File: src/rtl/bne_pc_redirect.sv
// rtl/bne_pc_redirect.sv - fetch PC register and BNE redirect/flush stage.
// Optional taken/not-taken statistics counters enabled by defining BNE_STATS_EN.
module bne_pc_redirect #(
  parameter int              WIDTH        = 16,
  parameter logic [WIDTH-1:0] RESET_PC    = '0,
  parameter int              FLUSH_CYCLES = 2
) (
  input  logic             clk,
  input  logic             rst,
  input  logic             stall,
  input  logic             halt,
  input  logic             br_valid,
  input  logic             bneFlag,
  input  logic [WIDTH-1:0] br_pc,
  input  logic [WIDTH-1:0] br_offset,
  output logic [WIDTH-1:0] pc,
  output logic             flush,
  output logic             br_taken,
  output logic             halted,
  output logic [15:0]      taken_count,
  output logic [15:0]      nottaken_count
);

  typedef enum logic [1:0] {
    S_RUN,
    S_REDIRECT,
    S_HALT
  } state_t;

  localparam logic [2:0] FLUSH_LOAD = 3'(FLUSH_CYCLES - 1);

  state_t           state;
  logic [2:0]       flush_cnt;
  logic [WIDTH-1:0] target;
  logic [WIDTH-1:0] pc_seq;
  logic             take;

  // Offset counts instructions; two bytes each, relative to the next instruction.
  assign target = br_pc + WIDTH'(2) + (br_offset << 1);
  assign pc_seq = stall ? pc : pc + WIDTH'(2);
  assign take   = br_valid & bneFlag;

  always_ff @(posedge clk) begin
    if (rst) begin
      state     <= S_RUN;
      pc        <= RESET_PC;
      flush     <= 1'b0;
      br_taken  <= 1'b0;
      halted    <= 1'b0;
      flush_cnt <= 3'd0;
    end else begin
      case (state)
        S_RUN: begin
          if (halt) begin
            state    <= S_HALT;
            halted   <= 1'b1;
            flush    <= 1'b0;
            br_taken <= 1'b0;
          end else if (take) begin
            state     <= S_REDIRECT;
            pc        <= target;
            flush     <= 1'b1;
            br_taken  <= 1'b1;
            flush_cnt <= FLUSH_LOAD;
          end else begin
            pc       <= pc_seq;
            flush    <= 1'b0;
            br_taken <= 1'b0;
          end
        end

        S_REDIRECT: begin
          br_taken <= 1'b0;
          if (halt) begin
            state  <= S_HALT;
            halted <= 1'b1;
            flush  <= 1'b0;
          end else begin
            // Branches seen here are on the wrong path and are dropped.
            pc <= pc_seq;
            if (flush_cnt == 3'd0) begin
              flush <= 1'b0;
              state <= S_RUN;
            end else begin
              flush_cnt <= flush_cnt - 3'd1;
            end
          end
        end

        S_HALT: begin
          flush    <= 1'b0;
          br_taken <= 1'b0;
          halted   <= 1'b1;
        end

        default: begin
          state    <= S_RUN;
          flush    <= 1'b0;
          br_taken <= 1'b0;
          halted   <= 1'b0;
        end
      endcase
    end
  end

`ifdef BNE_STATS_EN
  logic taken_evt;
  logic nottaken_evt;

  assign taken_evt    = (state == S_RUN) & ~halt & take;
  assign nottaken_evt = (state == S_RUN) & ~halt & br_valid & ~bneFlag;

  always_ff @(posedge clk) begin
    if (rst) begin
      taken_count    <= 16'd0;
      nottaken_count <= 16'd0;
    end else begin
      if (taken_evt && taken_count != 16'hFFFF)
        taken_count <= taken_count + 16'd1;
      if (nottaken_evt && nottaken_count != 16'hFFFF)
        nottaken_count <= nottaken_count + 16'd1;
    end
  end
`else
  assign taken_count    = 16'd0;
  assign nottaken_count = 16'd0;
`endif

endmodule

File: config.mk
export PLATFORM = sky130hd
export DESIGN_NAME = bne_pc_redirect
export DESIGN_NICKNAME = d
export VERILOG_FILES = /design/src/rtl/bne_pc_redirect.sv
export SDC_FILE = /design/constraint.sdc
export NUM_CORES = 1
export LEC_CHECK = 0
export CORE_UTILIZATION = 40
export CTS_CLUSTER_SIZE = 14
export DETAILED_ROUTE_END_ITERATION = 7
export GPL_ROUTABILITY_DRIVEN = 0
export GPL_TIMING_DRIVEN = 0
export MAX_ROUTING_LAYER = met4
export PLACE_DENSITY = 0.74
export RECOVER_POWER = 25
export SLEW_MARGIN = 20
export SYNTH_ARGS = -nofsm -noshare
export SYNTH_HDL_FRONTEND = slang
export SYNTH_SLANG_ARGS = --single-unit
File: constraint.sdc
create_clock -name clk -period 6.7 [get_ports clk]
set_input_delay 1.34 -clock clk [delete_from_list [all_inputs] [get_ports clk]]
set_output_delay 1.34 -clock clk [all_outputs]
set_load 0.1 [all_outputs]
[After elaboration in Yosys (flattened, before gate mapping)]
Cells that the tools add are included.
Storage, ports and cells
  logic and storage cells: 52
  memories kept: 0
  bits in latches: 0
  register bits after elaboration: 24
  ROM bits: 0
  bits of input ports: 38
  RAM bits: 0
Operators by class
  $lt $le $gt $ge: 0
  multiplexer cells: 22
  div/mod/pow operators: 0
  bitwise logic cells: 3
  reductions and logical operators: 8
  shift operators: 0
  eq/ne operators: 9
  multiply operators: 0
  $add $sub $neg: 4
Operators by type and width (count)
  $mux 16: 4
  $add 16x2->16 const B: 2
  $pmux 16 s2: 1
  $add 16x16->16: 1
  $mux 3: 4
  $mux 2: 4
  $ne 2x2->1 const B: 4
  $ne 3x3->1 const B: 2
  $pmux 2 s3: 1
  $pmux 3 s2: 1
  $reduce_and 3->1: 2
  $mux 1: 5
  $reduce_and 5->1: 1
  $pmux 1 s2: 2
  $reduce_or 2->1: 2
  $logic_not 3->1: 1
  $sub 3x1->3 const B: 1
  $eq 2x1->1 const B: 1
  $eq 2x2->1 const B: 1
  $logic_not 2->1: 1
  $ne 2x1->1 const B: 1
  $not 1->1: 2
  $reduce_bool 2->1: 1
  $and 1x1->1: 1

[Longest topological paths before layout]
Gate-level depths: netlist (run 1).
  word-level depth: 5
  depth in mapped cells: 11
  gate-level depth less buffers: 11

[Worst setup path before layout (run 1)]
OpenSTA, ideal clock, no wires.
  kind: input to register
  start: in br_pc[2]
  end: reg pc[12]
  data required time: 6.620 ns
  slack: 2.964 ns
  stages: 9
  setup time: 0.080 ns
  arrival: 3.656 ns
  cells stage by stage: ha_1 -> ha_1 -> fa_1 -> a21o_1 -> a21o_1 -> a2111oi_4 -> nor3_2 -> or4_1 -> o211ai_1
On the way
  word-level cells in the longest chain between the ends: 5
Ends and longest elaborated chain
  from (decl): RTL line 14  | input logic [WIDTH-1:0] br_pc,
  $add 16x2->16: RTL line 39  | assign target = br_pc + WIDTH'(2) + (br_offset << 1);
  $add 16x16->16: RTL line 39
  $mux 16: RTL line 59  | end else if (take) begin
  $mux 16: RTL line 54  | if (halt) begin
  $pmux 16 s2: RTL line 52  | case (state)
  to (signal assigned): RTL line 61  | pc <= target;
  to (signal assigned): RTL line 66  | pc <= pc_seq;
  to (signal assigned): RTL line 80  | pc <= pc_seq;
  to (decl): RTL line 16  | output logic [WIDTH-1:0] pc,
No other way between the ends. The select of a mux whose other input is x is not followed.
A chain may end at the register's enable or synchronous reset.

[Final worst setup path (run 1)]
Same ends and word-level chain as after synthesis.

==> key figures, run 1 <==
Status
  • Outcome: completed

Cells and area
  • Fin area: 0.00311 mm^2
  • Layout cells sized above 1: 9.61%
  • # fillers: 554
  • Diode count: 0
  • Area Overhead vs Synth: 34.2%
  • Util after Layout: 56.2%
  • Layout net count: 456

Route
  • Total Wirelength: 5340 um
  • DR pass1 iterations: 5
  • Per-cell routed wire length: 11.7 um
  • Routed Antenna Nets: 0
  • Via count: 2306
  • Via density per instance: 5.05
  • DRC errors left: 0
  • 1st-iter DRT viols: 167

Global routing
  • Initial antenna violation count: 0
  • Global-route wire length before repair: 8980 um
  • GRT Util Overall: 18.4%
  • Congestion Overflow GR: 0
  • Number of global-route vias before repair: 2041
  • Largest net degree at the start of global routing: 13

Clock tree
  • Total CTS buffers: 3
  • Post-cts repair resize count: 0
  • CTS tree: built
  • Root Buffer: clkbuf_8
  • Clock Latency Late Sink: 260 ps
  • H-tree depth: 1
  • Worst-path clk slew: 80 ps
  • Hold buffer count at cts: 0
  • CTS Sinks: 24
  • Clock Tree Buf Depth: 2
  • Post-CTS Setup Inserts: 0

Timing
  • Final worst setup slack: 2620 ps
  • # setup viols final: 0
  • Final-report hold violation count: 0
  • RSZ-0062 raised after global routing: false
  • Period minus WS final: 4080 ps
  • Final Cycle Share: 60.9%
  • Slew Viols, Final: 0
  • Clk_skew: 1.81 ps
  • Max_slew headroom: 33.4%
  • Achievable frequency: 245 MHz
  • Worst-Margin Slew: 996 ps
  • Setup TNS: 0 ps

Synthesis
  • Post-synth EDFFs: 0
  • Sequential cell area fraction in the yosys report: 20.7%
  • Cell taking the most area after synthesis: dfxtp_1
  • Synthesized area per cell: 7.84 um^2
  • Count leader, synth: buf_4
  • Synth Flop Type: dfxtp_1
  • Post-synth cell types: 52
  • Commonest cells post-synth: buf_4 (32), ha_1 (30), a21oi_1 (28), nand2_1 (28), dfxtp_1 (24)
  • Area share of the largest cell type after synthesis: 20.7%
  • Synth Cell Area: 0.00232 mm^2
  • Synth Warn #: 0
  • Yosys reg bits: 24
  • FFs w/ async S/R, synth: 0%
  • Synthesized instance count: 296
  • Ranking of synthesized cells by area: dfxtp_1 (21%), ha_1 (16%), buf_4 (10%), a21oi_1 (6.0%), nand2_1 (4.5%)

Place
  • DP HPWL: 4380 um
  • Post-DP Area: 0.00308 mm^2
  • Placement Setup Slack: 2380 ps
  • Port buffer count: 55

Setup path
  • Crit path required time: 6890 ps
  • CP delay by family, top: compound AO/OA/AOI/OAI gates
  • CP max stage delay: 490 ps
  • CP Launch Type: input pin
  • Crit. End Element: register
  • CP Max Fanout: 3
  • CP bufs+invs: 1
  • CP cell instances: clkdlybuf4s50_1, ha_1, ha_1, fa_1, a21o_1, a21o_1, a2111oi_4, nor3_2, or4_1, o211ai_1
  • CP max-delay cell: a2111oi_4
  • Critical Path AT: 4260 ps
  • Setup Crit Path Kind: input pin to register

Floorplanning
  • Die H: 78.2 um
  • Die area: 0.00611 mm^2
  • Initial Util: 41.9%
  • # rows: 27
  • Die X: 78.2 um
  • I/O Pins: 89
  • Core ar.: 0.00554 mm^2

Power
  • Leak pwr: 0.00140 uW
  • Largest vdd supply drop: 0.0000905 V
  • Power Density: 169 mW/mm^2

Worst hold path
  • Hold crit path type: register to register

Run
  • Max-cap violation count: 0
## cells by family (layout without fill, tap and decap cells)
logic type | Yosys count | after routing | synth area share (%)
buffers and inverters | 49 | 107 | 13.1
adders and majority gates | 31 | 31 | 17.0
muxes | 1 | 1 | 0.432
AOI/OAI and AO/OA | 84 | 84 | 23.9
other | 1 | 32 | 0.162
and+or+nand+nor | 96 | 96 | 20.9
xor gates and xnor gates | 10 | 10 | 3.78
DFF | 24 | 24 | 20.7
## routing by layer
layer / vias up / global-route usage [%] / share of wire, %
li1: 1205 / - / -
met1: 1024 / 23.1 / 44
met2: 71 / 31.7 / 50
met3: 6 / 1.74 / 5.4
met4: 0 / 4.26 / 1.3
met5: - / - / 0
## tightest hold or removal path: stages, from the launching register on
cell     delay, ps
dfxtp_1        310
nand2_1         50
a21oi_1         50
## power breakdown
part	internal, uW	total, uW	switching, uW
Sequential	149	156	7.19
Combinational	90.4	287	196
Clock	40.1	83.0	42.9
Total	280	526	247
## path summary, 6_finish.rpt
check,start,to,slack (ps),cells after the start
worst max-delay path,br_pc[2],pc[12]$_SDFFE_PP0P_,2620,10
worst min-delay path,pc[0]$_SDFFE_PP0P_,pc[0]$_SDFFE_PP0P_,460,2
worst max register to register,state[1]$_SDFFE_PP0P_,pc[12]$_SDFFE_PP0P_,4580,5
worst min register to register,pc[0]$_SDFFE_PP0P_,pc[0]$_SDFFE_PP0P_,460,2
## stage by stage
stage | hold WS, ps | instances | power, uW
5_1_grt | 490 | 457 | 557
2_1_floorplan | 443 | 327 | 388
3_5_place_dp | 452 | 454 | 445
4_1_cts | 463 | 457 | 529
3_3_place_gp | 446 | 454 | 443
6_report | 455 | 457 | 526
## layout by cell type, fill, tap and decap left out, types with 3 or more instances in the layout
master / count
dfxtp_1: 24
dlygate4sd3_1: 4
nor3b_1: 3
buf_4: 32
nor2_1: 22
a21oi_1: 28
nor3_1: 13
nor2b_1: 4
a211oi_1: 5
ha_1: 30
xor2_1: 5
nand2_1: 28
clkbuf_1: 9
a21o_1: 11
xnor2_1: 5
inv_1: 8
clkbuf_8: 3
nand4_1: 3
nand3_1: 6
clkdlybuf4s50_1: 51
a31oi_1: 4
conb_1: 32
or3_1: 3
o21ai_0: 13
## final cells by class
| type | count | area (um^2) | area share, % |
|---|---|---|---|
| Timing Repair Buffer | 55 | 551 | 17.7 |
| Buffer | 41 | 274 | 8.80 |
| Inverter | 8 | 30.0 | 0.965 |
| Sequential cell | 24 | 480 | 15.4 |
| Multi-Input combinational cell | 254 | 1650 | 52.9 |
| Tap cell | 72 | 90.1 | 2.89 |
| Clock buffer | 3 | 41.3 | 1.33 |
## sequential cells by signal, indices dropped and copies added (netlist names)
register   flops
flush_cnt      3
state          2
br_taken       1
flush          1
pc            16
halted         1
No activity file was read; power rests on OpenSTA's default activity.
==> run 2: changes to the inputs <==
==> constraint.sdc (replaced) <==
create_clock -name clk -period 3.94 [get_ports clk]
set_input_delay 0.788 -clock clk [delete_from_list [all_inputs] [get_ports clk]]
set_output_delay 0.788 -clock clk [all_outputs]
set_load 0.1 [all_outputs]
==> results of run 2 <==
The final DEF is identical to that of run 1. Status: completed.
Main changes from that run: setup slack after placement 2380 ps -> 170 ps; setup slack after layout 2620 ps -> 414 ps; register-to-register setup slack 4580 ps -> 1820 ps; total power 526 uW -> 895 uW; worst IR drop on VDD 0.0000905 V -> 0.000154 V
